$ cat src/rtl/alu_pkg.sv
// Shared types for the pipelined ALU: opcodes, FSM state encoding, flag bundle.
package alu_pkg;

  typedef enum logic [3:0] {
    OP_ADD  = 4'h0,
    OP_SUB  = 4'h1,
    OP_AND  = 4'h2,
    OP_OR   = 4'h3,
    OP_XOR  = 4'h4,
    OP_SHL  = 4'h5,
    OP_SHR  = 4'h6,
    OP_PASS = 4'h7,
    OP_ADC  = 4'h8,
    OP_SBB  = 4'h9,
    OP_SAR  = 4'hA,
    OP_MUL  = 4'hB,
    OP_CLRC = 4'hC
  } alu_op_e;

  typedef logic [0:0] alu_state_e;
  localparam alu_state_e ST_IDLE = 1'b0;
  localparam alu_state_e ST_MUL  = 1'b1;

  typedef struct packed {
    logic carry;
    logic zero;
    logic negative;
    logic overflow;
  } alu_flags_t;

endpackage

$ cat src/rtl/alu_mul_iter.sv
// Iterative unsigned shift-add multiplier; one partial product per clock, WIDTH clocks per start.
module alu_mul_iter #(
  parameter int WIDTH = 8
) (
  input  logic                 clk,
  input  logic                 rst_n,
  input  logic                 start,
  input  logic [WIDTH-1:0]     a,
  input  logic [WIDTH-1:0]     b,
  output logic                 done,
  output logic [2*WIDTH-1:0]   product
);
  localparam int CW = $clog2(WIDTH + 1);

  logic [2*WIDTH-1:0] acc_q;
  logic [2*WIDTH-1:0] mcand_q;
  logic [WIDTH-1:0]   mplier_q;
  logic [CW-1:0]      cnt_q;

  // product is the accumulator after the current iteration, so it is complete while done is high
  assign product = acc_q + (mplier_q[0] ? mcand_q : '0);
  assign done    = (cnt_q == CW'(1));

  always_ff @(posedge clk or negedge rst_n) begin
    if (!rst_n) begin
      acc_q    <= '0;
      mcand_q  <= '0;
      mplier_q <= '0;
      cnt_q    <= '0;
    end else if (start) begin
      acc_q    <= '0;
      mcand_q  <= {{WIDTH{1'b0}}, a};
      mplier_q <= b;
      cnt_q    <= CW'(WIDTH);
    end else if (cnt_q != '0) begin
      acc_q    <= product;
      mcand_q  <= mcand_q << 1;
      mplier_q <= mplier_q >> 1;
      cnt_q    <= cnt_q - CW'(1);
    end
  end

endmodule

$ cat src/rtl/alu_pipe.sv
// Registered ALU execution unit with valid/ready handshakes, persistent carry and iterative multiply.
//   state   | meaning
//   ST_IDLE | single-cycle ops accepted whenever the output slot is free
//   ST_MUL  | multiplier iterating; input blocked until the product is loaded
module alu_pipe #(
  parameter int WIDTH = 8
) (
  input  logic             clk,
  input  logic             rst_n,
  input  logic             in_valid,
  output logic             in_ready,
  input  logic [WIDTH-1:0] a,
  input  logic [WIDTH-1:0] b,
  input  logic [3:0]       op,
  output logic             out_valid,
  input  logic             out_ready,
  output logic [WIDTH-1:0] result,
  output logic             carry_out,
  output logic             zero,
  output logic             negative,
  output logic             overflow,
  output logic             busy
);
  import alu_pkg::*;

  localparam int SHW = $clog2(WIDTH);

  alu_op_e            op_e;
  alu_state_e         state_q;
  logic               c_q;
  logic [WIDTH-1:0]   result_q;
  alu_flags_t         flags_q;
  logic               accept;
  logic               out_fire;
  logic               mul_start;
  logic               mul_done;
  logic [2*WIDTH-1:0] mul_product;

  logic               cin;
  logic               bin;
  logic [WIDTH:0]     sum_ext;
  logic [WIDTH:0]     diff_ext;
  logic [SHW-1:0]     shamt;
  logic               shift_big;
  logic [WIDTH-1:0]   res_d;
  logic               c_d;
  logic               c_we;
  logic               ovf_d;
  logic               illegal;
  alu_flags_t         flags_d;
  alu_flags_t         mul_flags;

  assign op_e      = alu_op_e'(op);
  assign in_ready  = (state_q == ST_IDLE) && (!out_valid || out_ready);
  assign accept    = in_valid && in_ready;
  assign out_fire  = out_valid && out_ready;
  assign mul_start = accept && (op_e == OP_MUL);
  assign busy      = (state_q == ST_MUL);

  assign cin       = (op_e == OP_ADC) && c_q;
  assign bin       = (op_e == OP_SBB) && c_q;
  assign sum_ext   = {1'b0, a} + {1'b0, b} + {{WIDTH{1'b0}}, cin};
  assign diff_ext  = {1'b0, a} - {1'b0, b} - {{WIDTH{1'b0}}, bin};
  assign shamt     = b[SHW-1:0];
  assign shift_big = (b >= WIDTH'(WIDTH));

  always_comb begin
    res_d   = '0;
    c_d     = c_q;
    c_we    = 1'b0;
    ovf_d   = 1'b0;
    illegal = 1'b0;
    case (op_e)
      OP_ADD, OP_ADC: begin
        res_d = sum_ext[WIDTH-1:0];
        c_d   = sum_ext[WIDTH];
        c_we  = 1'b1;
        ovf_d = (a[WIDTH-1] == b[WIDTH-1]) && (res_d[WIDTH-1] != a[WIDTH-1]);
      end
      OP_SUB, OP_SBB: begin
        res_d = diff_ext[WIDTH-1:0];
        c_d   = diff_ext[WIDTH];
        c_we  = 1'b1;
        ovf_d = (a[WIDTH-1] != b[WIDTH-1]) && (res_d[WIDTH-1] != a[WIDTH-1]);
      end
      OP_AND:  res_d = a & b;
      OP_OR:   res_d = a | b;
      OP_XOR:  res_d = a ^ b;
      OP_SHL:  res_d = shift_big ? '0 : (a << shamt);
      OP_SHR:  res_d = shift_big ? '0 : (a >> shamt);
      OP_SAR:  res_d = shift_big ? {WIDTH{a[WIDTH-1]}} : ($signed(a) >>> shamt);
      OP_PASS: res_d = a;
      OP_CLRC: begin
        res_d = a;
        c_d   = 1'b0;
        c_we  = 1'b1;
      end
      OP_MUL:  res_d = '0;
      default: illegal = 1'b1;
    endcase
    flags_d.carry    = illegal ? 1'b0 : c_d;
    flags_d.zero     = (res_d == '0);
    flags_d.negative = res_d[WIDTH-1];
    flags_d.overflow = ovf_d;
  end

  assign mul_flags.carry    = c_q;
  assign mul_flags.zero     = (mul_product[WIDTH-1:0] == '0);
  assign mul_flags.negative = mul_product[WIDTH-1];
  assign mul_flags.overflow = |mul_product[2*WIDTH-1:WIDTH];

  alu_mul_iter #(.WIDTH(WIDTH)) u_mul (
    .clk     (clk),
    .rst_n   (rst_n),
    .start   (mul_start),
    .a       (a),
    .b       (b),
    .done    (mul_done),
    .product (mul_product)
  );

  // A MUL accept always coincides with an empty or draining output slot, so out_valid drops to 0 there
  always_ff @(posedge clk or negedge rst_n) begin
    if (!rst_n) begin
      state_q   <= ST_IDLE;
      c_q       <= 1'b0;
      result_q  <= '0;
      flags_q   <= '0;
      out_valid <= 1'b0;
    end else if (accept) begin
      if (op_e == OP_MUL) begin
        state_q   <= ST_MUL;
        out_valid <= 1'b0;
      end else begin
        result_q  <= res_d;
        flags_q   <= flags_d;
        out_valid <= 1'b1;
        if (c_we) c_q <= c_d;
      end
    end else if ((state_q == ST_MUL) && mul_done) begin
      state_q   <= ST_IDLE;
      result_q  <= mul_product[WIDTH-1:0];
      flags_q   <= mul_flags;
      out_valid <= 1'b1;
    end else if (out_fire) begin
      out_valid <= 1'b0;
    end
  end

  assign result    = result_q;
  assign carry_out = flags_q.carry;
  assign zero      = flags_q.zero;
  assign negative  = flags_q.negative;
  assign overflow  = flags_q.overflow;

endmodule

$ cat config.mk
export PLATFORM = sky130hd
export DESIGN_NAME = alu_pipe
export DESIGN_NICKNAME = d
export VERILOG_FILES = /design/src/rtl/alu_pkg.sv /design/src/rtl/alu_mul_iter.sv /design/src/rtl/alu_pipe.sv
export SDC_FILE = /design/constraint.sdc
export NUM_CORES = 1
export LEC_CHECK = 0
export CORE_ASPECT_RATIO = 1.1
export CORE_MARGIN = 1
export CORE_UTILIZATION = 54
export DETAILED_ROUTE_END_ITERATION = 12
export PLACE_DENSITY = 0.76
export SETUP_SLACK_MARGIN = 0.15
export SYNTH_ARGS = -nofsm -noshare
export SYNTH_HDL_FRONTEND = slang
export SYNTH_SLANG_ARGS = --single-unit
$ cat constraint.sdc
create_clock -name clk -period 9.3 [get_ports clk]
set_clock_uncertainty 0.15 [all_clocks]
set_input_delay 0.93 -clock clk [delete_from_list [all_inputs] [get_ports clk]]
set_output_delay 0.93 -clock clk [all_outputs]
set_load 0.01 [all_outputs]
# After elaboration in Yosys (flattened, before gate mapping)
# Cells that the tools add are included.
# op_classes
addsub	6
n_lt_le_gt_ge	1
n_eq_ne	19
shifts	3
mux	30
bitwise	5
reduce_logical	27
# ops
operator	count
16-bit two-way mux	5
8-bit one-hot mux with 9 select lines	1
8-bit two-way mux	8
4-bit equality test, second input constant	5
4-bit two-way mux	5
16-bit adder	1
4-bit by 3-bit equality test with 1-bit output, second input constant	4
8-bit zero test	2
13-bit OR reduction	1
8-bit by 8-bit adder with 9-bit output	1
9-bit by 1-bit adder with 9-bit output	1
1-bit logical AND	9
1-bit two-way mux	9
8-bit by 8-bit subtractor with 9-bit output	1
9-bit by 1-bit subtractor with 9-bit output	1
8-bit bitwise AND	1
4-bit by 1-bit equality test with 1-bit output, second input constant	2
4-bit by 2-bit equality test with 1-bit output, second input constant	2
8-bit by 4-bit >= comparator with 1-bit output, second input constant	1
8-bit bitwise OR	1
8-bit OR reduction	1
8-bit by 3-bit << shifter with 8-bit output	1
8-bit by 3-bit right shift with 8-bit output	1
8-bit by 3-bit >>> shifter with 8-bit output	1
other kinds (19)	26
# word_totals
register_bits	59
in_bits	24
out_inout_bits	15
wordCells	103

# Logic depth before layout (Yosys ltp)
# Gate-level depths: netlist of the first run.
# logic_depth
ltp_word	8
depth_mapped	14
depth_no_buf	13

# Hierarchy
# A second synthesis of the first run with hierarchy kept.
# hier_totals
cells_unflattened	645
area_unflattened_um2	5505.3
# by_module_without_submodules
module	n_inst	cells_per_inst	area_each_um2	seq_area_each_um2
alu_pipe	1	343	2791.4	350.3
alu_mul_iter	1	302	2713.9	1101.1

# Least setup slack after synthesis of the first run
# Ideal clock, no wire load.
# synth_path
path_type	input-to-reg
startpoint	in op[3]
endpoint	reg flags_q, in the netlist zero
setup_time_ps	74
t_arrival_ps	3751
t_required_ps	9076
slack_ps	5325
path_stages	13
path_buffers	1
cell_sequence	buf_2 -> nor2b_1 -> nand3_1 -> fa_1 -> fa_1 -> o21a_1 -> o21a_1 -> o21ai_1 -> nor3b_1 -> nor3_1 -> a311o_1 -> or3_1 -> o21ai_2
# synth_via
elab_chain_len	7
word_cells_on_any_way	26
classes_between	add/sub (2); eq/ne (13); mux (3); reduce/logical (8)
# synth_rtl
item	line	text
from (decl)	alu_pipe.sv:14	input logic [3:0] op,
4-bit equality test (on tied branches)	alu_pipe.sv:61, alu_pipe.sv:73, alu_pipe.sv:60	
1-bit logical AND (on tied branches)	alu_pipe.sv:61, alu_pipe.sv:60	
9-bit by 1-bit subtractor with 9-bit output / 9-bit by 1-bit adder with 9-bit output (equally long branches)	alu_pipe.sv:63, alu_pipe.sv:62	
8-bit one-hot mux with 9 select lines	alu_pipe.sv:73	case (op_e)
8-bit zero test	alu_pipe.sv:102	flags_d.zero = (res_d == '0);
4-bit two-way mux	alu_pipe.sv:131	if (op_e == OP_MUL) begin
4-bit two-way mux	alu_pipe.sv:130	end else if (accept) begin
to (signal assigned)	alu_pipe.sv:136	flags_q <= flags_d;
to (signal assigned)	alu_pipe.sv:143	flags_q <= mul_flags;
to (decl)	alu_pipe.sv:32	alu_flags_t flags_q;
# Parallel ways exist; a longest one is shown, timed or not. The select of a mux whose other input is x is not followed.
# A chain may end at the register's enable or synchronous reset.

# Final worst setup path of the first run
# layout_path
startpoint	in op[0]
endpoint	reg flags_q, in the netlist zero
# The elaborated chain is that of the path after synthesis.

==> run_results.csv, run 1 <==
group,metric,value,unit
detailed_routing,detail_route.wirelength,14910,um
placement,place.gp.congestion,1.003,
die,chipHeight,106.9,um
synthesis,ys.flop_type,"sky130_fd_sc_hd__dfrtp_1",
die,fp.coreArea,9537,um^2
critical_path,cp_slowest_stage_delay,1.00,ns
finish,num_antenna_cells,0,
critical_path,timing.reg2reg.setup_slack,5.61,ns
global_routing,track_usage,29.16,%
cts,clock_slew_seen_by_the_registers_of_the_worst_setup_and_hold_paths,0.06,ns
critical_path,crit_path_start,"op[0]",
synthesis,syn_inst,651,
global_routing,grt_pass1_wl,24100,um
critical_path,worstSetupPathType,"input pin to register",
power,static-leakage-power,0.002715,uW
cts,cts_inserted_buffers,9,
global_routing,first_global_vias,4809,
critical_path,path_cells,"clkdlybuf4s50_1 > nor2b_1 > nand3_1 > fa_1 > fa_1 > o21a_1 > o21a_1 > o21ai_1 > nor3b_1 > nor3_1 > a311o_1 > or3_1 > o21ai_2",
timing,final.min_clock_period,4.849,ns
global_routing,overflow,0,
timing,setup_violations,0,
detailed_routing,detail_route.wl_per_cell,18.87,um
timing,finalSetupTns,0,ns
placement,port_buffers,38,
detailed_routing,vias_per_inst,6.349,
cts,ctsResizeCount,0,
synthesis,synth_seq_cells,58,
cts,cts-root-to-sink-buffers,2,
global_routing,grt_max_degree,59,
die,rows,37,
die,die_outline_width,97.35,um
finish,fillers,836,
critical_path,reg2regPathDepth,11,
min_path,timing.hold.worst.start,"result[3]",
timing,max_slew.worst_pin.slew,1.001,ns
die,dieArea,10400,um^2
finish,layout.nets,746,
timing,min_period_over_period,52.14,%
timing,timing.final.ws_setup,4.451,ns
finish,postLayoutCoreUtil,63.50,%
timing,report.final.hold_viol_count,0,
min_path,hold-path-cell-count,1,
critical_path,critical_path_peak_fanout,24,
cts,root_buffer,"sky130_fd_sc_hd__clkbuf_8",
detailed_routing,drt_pre_antenna_iters,8,
critical_path,critical_path_arrival,4.96,ns
detailed_routing,dr_total_vias,5016,
timing,slew_headroom,33.08,%
critical_path,timing.critical_path.required,9.41,ns
detailed_routing,detail-route-antenna-nets,0,
placement,post_dp_cell_area,5807,um^2
synthesis,synth_area,5400,um^2
cts,clock_insertion_delay_worst_skew,0.34,ns
synthesis,synthesis.yosys.warnings,0,
placement,hpwl,11090,um
synthesis,synth_async_sr_flop_share,100.0,%
synthesis,post_synth_num_cell_types,71,
critical_path,worst_setup_path_endpoint,"zero",
power,worst_ir_drop_vdd,0.00008886,V
finish,final_design_area_no_fill,6056,um^2
critical_path,critPathLaunchType,"input pin",
critical_path,rr_startpoint,"u_mul.mplier_q[0]",
die,top_level_ports,39,
timing,grt_setup_unrepaired,"no",
die,initial_utilization,56.63,%
cts,post-cts-setup-buffer-count,0,
critical_path,crit_slowest_cell,"sky130_fd_sc_hd__clkdlybuf4s50_1",
cts,depth_of_the_cts_h_tree,3,
synthesis,seq_area_frac_synth,26.88,%
finish,syn_to_final_growth,12.14,%
synthesis,syn-num-nets,729,
detailed_routing,drc_errors,0,
cts,post_cts_hold_buffer_count,0,
power,power_per_cell_area,203.1,nW/um^2
job,cap_viol_max_count,0,
cts,tritoncts,"done",
placement,dp_worst_setup_slack,4.183,ns
timing,clock.fmax,206.2,MHz
detailed_routing,detail_route.iter0.violations,329,
critical_path,timing.critical_path.to_type,"register",
global_routing,antenna_found_initial,0,
min_path,holdCritPathClass,"register to register",
status,result_of_the_run,"completed",
timing,timing_max_transition_violations_final,0,
cts,cts_sinks,58,
critical_path,rr_endpoint,"overflow",
synthesis,synth-edff-count,0,
synthesis,post_synth.cell_area_avg,8.295,um^2
power,post-layout-total-power,1230,uW
finish,post_route_cells_drive_above_1_share,5.201,%
==> critical path, delay by kind of cell <==
kind	cells	cell delay, ns
compound gates	5	0.99
fa+ha+maj	2	0.87
buf+inv	1	1.00
simple gates	5	1.17
==> routing by layer <==
metal	part of all wire (%)	global-route usage [%]
met2	48	50.40
met1	43	36.99
met3	6.2	5.020
met4	2.7	9.979
met5	0	0
==> cell type report <==
class	instances	area, um^2	area share, %
flip-flops and latches	58	1451	23.97
clock buffers	9	123.9	2.045
inverters	34	127.6	2.107
clock inverters	7	125.1	2.066
repair buffers	43	412.9	6.818
well taps	117	146.4	2.417
multi-input cells	522	3669	60.58
==> Yosys cell counts (14+ instances only) <==
cell type	instances	area share (%)
sky130_fd_sc_hd__nand2_1	80	5.6
sky130_fd_sc_hd__dfrtp_1	58	27
sky130_fd_sc_hd__nor2_1	55	3.8
sky130_fd_sc_hd__a21oi_1	52	4.8
sky130_fd_sc_hd__ha_1	49	11
sky130_fd_sc_hd__inv_1	34	2.4
sky130_fd_sc_hd__o21ai_0	28	2.6
sky130_fd_sc_hd__clkbuf_1	24	1.7
sky130_fd_sc_hd__and2_1	22	2.5
sky130_fd_sc_hd__mux2i_1	22	4.1
sky130_fd_sc_hd__nor3_1	19	1.8
sky130_fd_sc_hd__xnor2_1	16	2.6
sky130_fd_sc_hd__nand3_1	14	1.3
==> cell families after synthesis <==
family / after synthesis / share of synthesized area [%]
and+or+nand+nor: 240 / 21.48
AOI/OAI and AO/OA: 172 / 21.15
buffers and inverters: 71 / 5.329
DFF: 58 / 26.88
adders and majority gates: 54 / 13.21
muxes: 31 / 7.901
xor gates and xnor gates: 25 / 4.055
==> through the flow <==
stage                     hold slack, ns  instances
after floorplan                   0.3367        651
after global placement            0.3192        774
after detailed placement          0.3326        774
after CTS                         0.3493        790
after global routing              0.3585        790
final                             0.3499        790
==> flip-flops by register name (all words and copies together), names as in the netlist <==
signal and cells:
u_mul.acc_q 16, u_mul.mcand_q 16, result 8, u_mul.mplier_q 8, u_mul.cnt_q 4, busy 1
c_q 1, carry_out 1, out_valid 1, overflow 1, zero 1
==> cell usage in the layout, fill, tap and decap left out, types with 4 or more instances in the layout <==
cell and n:
sky130_fd_sc_hd__nand2_1 80, sky130_fd_sc_hd__dfrtp_1 58, sky130_fd_sc_hd__nor2_1 54, sky130_fd_sc_hd__a21oi_1 52
sky130_fd_sc_hd__ha_1 49, sky130_fd_sc_hd__clkdlybuf4s50_1 37, sky130_fd_sc_hd__inv_1 34, sky130_fd_sc_hd__o21ai_0 28
sky130_fd_sc_hd__and2_1 22, sky130_fd_sc_hd__mux2i_1 22, sky130_fd_sc_hd__nor3_1 19, sky130_fd_sc_hd__xnor2_1 16
sky130_fd_sc_hd__nand3_1 14, sky130_fd_sc_hd__o21ai_1 11, sky130_fd_sc_hd__a211oi_1 10, sky130_fd_sc_hd__nor2b_1 9
sky130_fd_sc_hd__xor2_1 9, sky130_fd_sc_hd__clkbuf_8 9, sky130_fd_sc_hd__and3_1 8, sky130_fd_sc_hd__nand2b_1 8
sky130_fd_sc_hd__a22oi_1 6, sky130_fd_sc_hd__a21o_1 6, sky130_fd_sc_hd__or3_1 5, sky130_fd_sc_hd__a31oi_1 5
sky130_fd_sc_hd__o21a_1 5, sky130_fd_sc_hd__fa_1 5, sky130_fd_sc_hd__buf_4 5, sky130_fd_sc_hd__a221o_1 4
sky130_fd_sc_hd__nand3b_1 4, sky130_fd_sc_hd__a22o_1 4, sky130_fd_sc_hd__mux4_1 4, sky130_fd_sc_hd__mux4_2 4
==> power breakdown <==
part	internal [uW]	switching, uW	total, uW
registers	336	64.1	400
clock network	180	118	299
logic	233	298	531
==> worst min-delay path by stage <==
stage / endpoint / slack, ns
final: result[3] / 0.35
after global routing: result[3] / 0.36
after CTS: result[5] / 0.35
after floorplan: u_mul.acc_q[7] / 0.34
after detailed placement: result[5] / 0.33
after global placement: result[5] / 0.32
Power figures use the tool's default switching activity.
==> run 2, diff against run 1 <==
- clock period: 9.3 -> 4.51 ns (I/O delays scaled with it)
==> run_results.csv, run 2 (same netlist as run 1, synthesis figures left out) <==
group,metric,value,unit
power,worst_ir_drop_vdd,0.0002486,V
timing,clock.fmax,259.1,MHz
status,result_of_the_run,"completed",
critical_path,worstSetupPathType,"input pin to register",
detailed_routing,detail_route.iter0.violations,340,
critical_path,timing.critical_path.to_type,"register",
detailed_routing,met3WireLength,984,um
timing,grt_setup_unrepaired,"no",
placement,place.gp.congestion,0.9467,
detailed_routing,drt_pre_antenna_iters,8,
die,chipHeight,106.9,um
placement,hpwl,11650,um
global_routing,antenna_found_initial,0,
critical_path,critical_path_arrival,3.99,ns
timing,min_period_over_period,85.57,%
die,die_outline_width,97.35,um
critical_path,timing.critical_path.required,4.64,ns
die,dieArea,10400,um^2
power,pwr-share-seq,31.7,%
critical_path,critical_path_peak_fanout,4,
finish,num_antenna_cells,0,
die,initial_utilization,56.63,%
critical_path,reg2regPathDepth,11,
power,internal_power,1565,uW
die,fp.coreArea,9537,um^2
critical_path,critPathLaunchType,"input pin",
cts,post_cts_hold_buffer_count,0,
detailed_routing,dr_total_vias,5142,
detailed_routing,routed.top_layer,"met4",
detailed_routing,drc_errors,0,
cts,ctsResizeCount,0,
power,power_frac_comb,44.4,%
global_routing,grt_max_degree,59,
finish,layout_commonest_cell,"sky130_fd_sc_hd__nand2_1",
placement,port_buffers,38,
cts,cts_sinks,58,
critical_path,crit_slowest_cell,"sky130_fd_sc_hd__clkdlybuf4s50_1",
detailed_routing,detail_route.wirelength.met1,6425,um
cts,clock_slew_seen_by_the_registers_of_the_worst_setup_and_hold_paths,0.08,ns
detailed_routing,wl_met2,7590,um
global_routing,overflow,0,
die,top_level_ports,39,
finish,regArea,1451,um^2
power,power_per_cell_area,415.6,nW/um^2
cts,cts-root-to-sink-buffers,2,
critical_path,critical-path-top-delay-family,"simple AND/OR/NAND/NOR gates",
timing,max_slew.worst_pin.slew,0.9222,ns
detailed_routing,detail_route.wirelength,15540,um
timing,report.final.hold_viol_count,0,
critical_path,path_cells,"clkdlybuf4s50_1 > nor2b_1 > nand3_1 > fa_1 > fa_1 > o21a_1 > o21a_1 > o21ai_1 > nor3b_1 > nor3_1 > a311o_1 > or3_1 > o21ai_2",
timing,slew_headroom,38.37,%
finish,multi_input_area,3669,um^2
cts,tritoncts,"done",
finish,top_regs,"u_mul.acc_q (16), u_mul.mcand_q (16)",
global_routing,grt_pass1_wl,25340,um
finish,layout.nets,765,
critical_path,cp.buffers_inverters,1,
cts,root_buffer,"sky130_fd_sc_hd__clkbuf_8",
finish,layout.cells.most_common_list,"sky130_fd_sc_hd__nand2_1, sky130_fd_sc_hd__dfrtp_1, sky130_fd_sc_hd__nor2_1",
global_routing,first_global_vias,5120,
power,switchingPower,1010,uW
cts,cts_inserted_buffers,9,
power,static-leakage-power,0.002807,uW
cts,depth_of_the_cts_h_tree,3,
global_routing,track_usage,30.68,%
cts,clock_insertion_delay_worst_skew,0.35,ns
job,cap_viol_max_count,0,
power,net_switching_fraction_of_the_power,39.23,%
finish,syn_to_final_growth,14.78,%
critical_path,critical_path_depth,13,
critical_path,cp_slowest_stage_delay,0.47,ns
detailed_routing,detail-route-antenna-nets,0,
finish,final_cell_count_no_fill,809,
finish,fillers,835,
timing,setup_violations,0,
detailed_routing,vias_per_inst,6.356,
timing,final.min_clock_period,3.859,ns
power,power_frac_clock,23.9,%
finish,post_route_cells_drive_above_1_share,7.803,%
min_path,holdCritPathClass,"input pin to async pin",
placement,dpl.cell_count,793,
detailed_routing,detail_route.wl_per_cell,19.21,um
die,rows,37,
cts,post-cts-setup-buffer-count,0,
timing,timing_max_transition_violations_final,0,
timing,finalSetupTns,0,ns
run 2: layer usage:
metal,up-vias,track usage [%]
met5,-,0
met4,0,14.18
met3,38,4.563
met2,230,53.22
met1,2467,37.75
li1,2407,-
run 2: worst paths after layout:
path                              endpoint              from  slack [ns]
setup / recovery                      zero             op[3]        0.65
hold / removal                   result[7]             rst_n        0.08
setup reg to reg                  overflow  u_mul.mcand_q[0]        1.07
hold reg to reg                  result[3]         result[3]        0.33
max in group asynchronous  u_mul.acc_q[11]             rst_n        3.61
min in group clk                 result[3]         result[3]        0.33
run 2: cell type report:
class / instances / share of cell area, %
tap: 117 / 2.362
timing repair buffer: 62 / 8.962
clock inverter: 7 / 2.019
inverter: 34 / 2.059
sequential: 58 / 23.42
multi-input combinational: 522 / 59.18
clock buffer: 9 / 1.998
run 2: through the flow:
stage | worst slack (ns) | utilization, % | hold WS [ns] | total power [uW] | area (um^2)
floorplan | 1.014 | - | 0.005409 | 1559 | 5400
global placement | 0.4625 | 62.39 | 0.3144 | 1902 | 5949
detailed placement | 0.3782 | 62.39 | 0.3221 | 1951 | 5949
CTS | 0.7240 | 65.00 | 0.1224 | 2574 | 6198
global route | 0.4903 | 65.00 | 0.1522 | 2735 | 6198
finish | 0.6508 | 65.00 | 0.08173 | 2576 | 6198
run 2: power by group through the flow:
stage / registers (uW) / clock network [uW] / logic [uW]
after floorplan: 813 / 0 / 747
after global placement: 814 / 0 / 1090
after global routing: 839 / 642 / 1250
final: 817 / 616 / 1140
after CTS: 816 / 619 / 1140
after detailed placement: 823 / 0 / 1130
==> run 3, diff against run 2 <==
- CTS_CLUSTER_SIZE: default -> 25
- RECOVER_POWER: default -> 100
==> run_results.csv, run 3 (same netlist as run 1, synthesis figures left out) <==
group,metric,value,unit
cts,clock_insertion_delay_worst_skew,0.35,ns
detailed_routing,detail_route.wl_per_cell,19.26,um
power,power_per_cell_area,412.8,nW/um^2
status,violations_in_the_final_reports,"capacitance limit, slew limit",
detailed_routing,drt_pre_antenna_iters,5,
finish,fillers,844,
critical_path,critical_path_peak_fanout,4,
cts,cts-root-to-sink-buffers,2,
status,result_of_the_run,"finished with violations",
critical_path,crit_path_start,"op[3]",
timing,finalSetupTns,0,ns
critical_path,cp_slowest_stage_delay,0.53,ns
finish,regArea,1451,um^2
detailed_routing,vias_per_inst,6.321,
global_routing,first_global_vias,5120,
die,top_level_ports,39,
cts,cts_sinks,58,
timing,min_period_over_period,89.84,%
global_routing,track_usage,30.68,%
cts,depth_of_the_cts_h_tree,3,
critical_path,timing.critical_path.required,4.63,ns
finish,layout.cells.most_common_list,"sky130_fd_sc_hd__nand2_1, sky130_fd_sc_hd__dfrtp_1, sky130_fd_sc_hd__nor2_1",
critical_path,crit_slowest_cell,"sky130_fd_sc_hd__dlygate4sd3_1",
critical_path,worstSetupPathType,"input pin to register",
global_routing,overflow,0,
critical_path,reg2regPathDepth,11,
power,static-leakage-power,0.002814,uW
die,chipHeight,106.9,um
timing,grt_setup_unrepaired,"no",
finish,syn_to_final_growth,14.20,%
detailed_routing,dr_total_vias,5114,
min_path,hold-path-cell-count,2,
finish,post_route_cells_drive_above_1_share,6.792,%
min_path,timing.hold.worst.start,"result[4]",
timing,report.final.hold_viol_count,0,
critical_path,rr_startpoint,"c_q",
detailed_routing,detail_route.iter0.violations,336,
critical_path,rr_endpoint,"zero",
detailed_routing,drc_errors,0,
cts,post_cts_hold_buffer_count,0,
min_path,holdCritPathClass,"register to register",
job,cap_viol_max_count,3,
cts,cts_inserted_buffers,9,
placement,port_buffers,38,
die,die_outline_width,97.35,um
placement,place.gp.congestion,0.9467,
cts,root_buffer,"sky130_fd_sc_hd__clkbuf_8",
timing,setup_violations,0,
placement,hpwl,11650,um
detailed_routing,detail_route.wirelength,15580,um
die,dieArea,10400,um^2
timing,timing_max_transition_violations_final,145,
critical_path,path_cells,"dlygate4sd3_1 > nor2b_1 > nand3_1 > fa_1 > fa_1 > o21a_1 > o21a_1 > o21ai_0 > nor3b_1 > nor3_1 > a311o_1 > or3_1 > o21ai_0",
critical_path,critPathLaunchType,"input pin",
finish,final_cell_count_no_fill,809,
cts,post-cts-setup-buffer-count,0,
power,worst_ir_drop_vdd,0.0002361,V
finish,layout.nets,765,
finish,num_antenna_cells,0,
finish,top_regs,"u_mul.acc_q (16), u_mul.mcand_q (16)",
finish,layout_commonest_cell,"sky130_fd_sc_hd__nand2_1",
cts,ctsResizeCount,0,
die,rows,37,
global_routing,grt_pass1_wl,25340,um
placement,dpl.cell_count,793,
die,initial_utilization,56.63,%
critical_path,critical_path_arrival,4.17,ns
global_routing,grt_max_degree,59,
global_routing,antenna_found_initial,0,
cts,tritoncts,"done",
finish,multi_input_area,3660,um^2
die,fp.coreArea,9537,um^2
timing,final.min_clock_period,4.052,ns
timing,slew_headroom,-106.1,%
timing,max_slew.worst_pin.slew,3.092,ns
cts,clock_slew_seen_by_the_registers_of_the_worst_setup_and_hold_paths,0.07,ns
timing,clock.fmax,246.8,MHz
min_path,hold-path-endpoint,"result[4]",
critical_path,timing.critical_path.to_type,"register",
critical_path,timing.reg2reg.setup_slack,0.97,ns
detailed_routing,detail-route-antenna-nets,0,
-- run 3: cell count changes in the layout (fill, tap and decap cells not counted) --
cell,delta
sky130_fd_sc_hd__clkdlybuf4s50_1,-16
sky130_fd_sc_hd__dlygate4sd3_1,+16
sky130_fd_sc_hd__buf_4,-6
sky130_fd_sc_hd__clkbuf_1,+6
sky130_fd_sc_hd__o21ai_0,+6
sky130_fd_sc_hd__o21ai_1,-5
sky130_fd_sc_hd__nor2_2,+1
sky130_fd_sc_hd__nor2_4,-1
sky130_fd_sc_hd__o21ai_2,-1
-- run 3: how the worst max path moves through the flow --
stage | to | slack, ns | depth (start not counted)
finish | zero | 0.46 | 13
floorplan | zero | 1.01 | 13
global route | zero | 0.31 | 13
CTS | zero | 0.72 | 13
detailed placement | zero | 0.38 | 13
global placement | zero | 0.46 | 13
-- run 3: final cells by class --
class	instances	share of cell area [%]
sequential	58	23.53
inverter	34	2.069
tap	117	2.374
clock buffer	9	2.009
multi-input combinational	522	59.34
timing repair buffer	62	8.643
clock inverter	7	2.029
-- run 3: layer usage --
metal | GRT usage (%) | wire, um | vias up
met3 | 4.563 | 968 | 41
met5 | 0 | 0 | -
met2 | 53.22 | 7594 | 223
met4 | 14.18 | 556 | 0
met1 | 37.75 | 6461 | 2444
li1 | - | - | 2406
-- run 3: metrics by stage --
step	hold WS [ns]	cell area, um^2	util, %	power (uW)	worst slack, ns
finish	0.3271	6167	64.67	2546	0.4584
CTS	0.1224	6198	65.00	2574	0.7240
floorplan	0.005409	5400	-	1559	1.014
global route	0.3690	6167	64.67	2705	0.3132
detailed placement	0.3221	5949	62.39	1951	0.3782
global placement	0.3144	5949	62.39	1902	0.4625
-- run 3: worst max-delay path, delay by kind of cell --
kind	cells	cell delay (ns)
buffers and inverters	1	0.53
AND/OR/NAND/NOR	5	1.14
adder cells (fa/ha/maj)	2	0.87
AO/OA/AOI/OAI	5	1.17
-- run 3: report_power, final --
part           switching, uW  internal [uW]  total, uW
combinational            640            475       1110
clock                    243            372        615
sequential               122            694        816
total                   1010           1540       2550
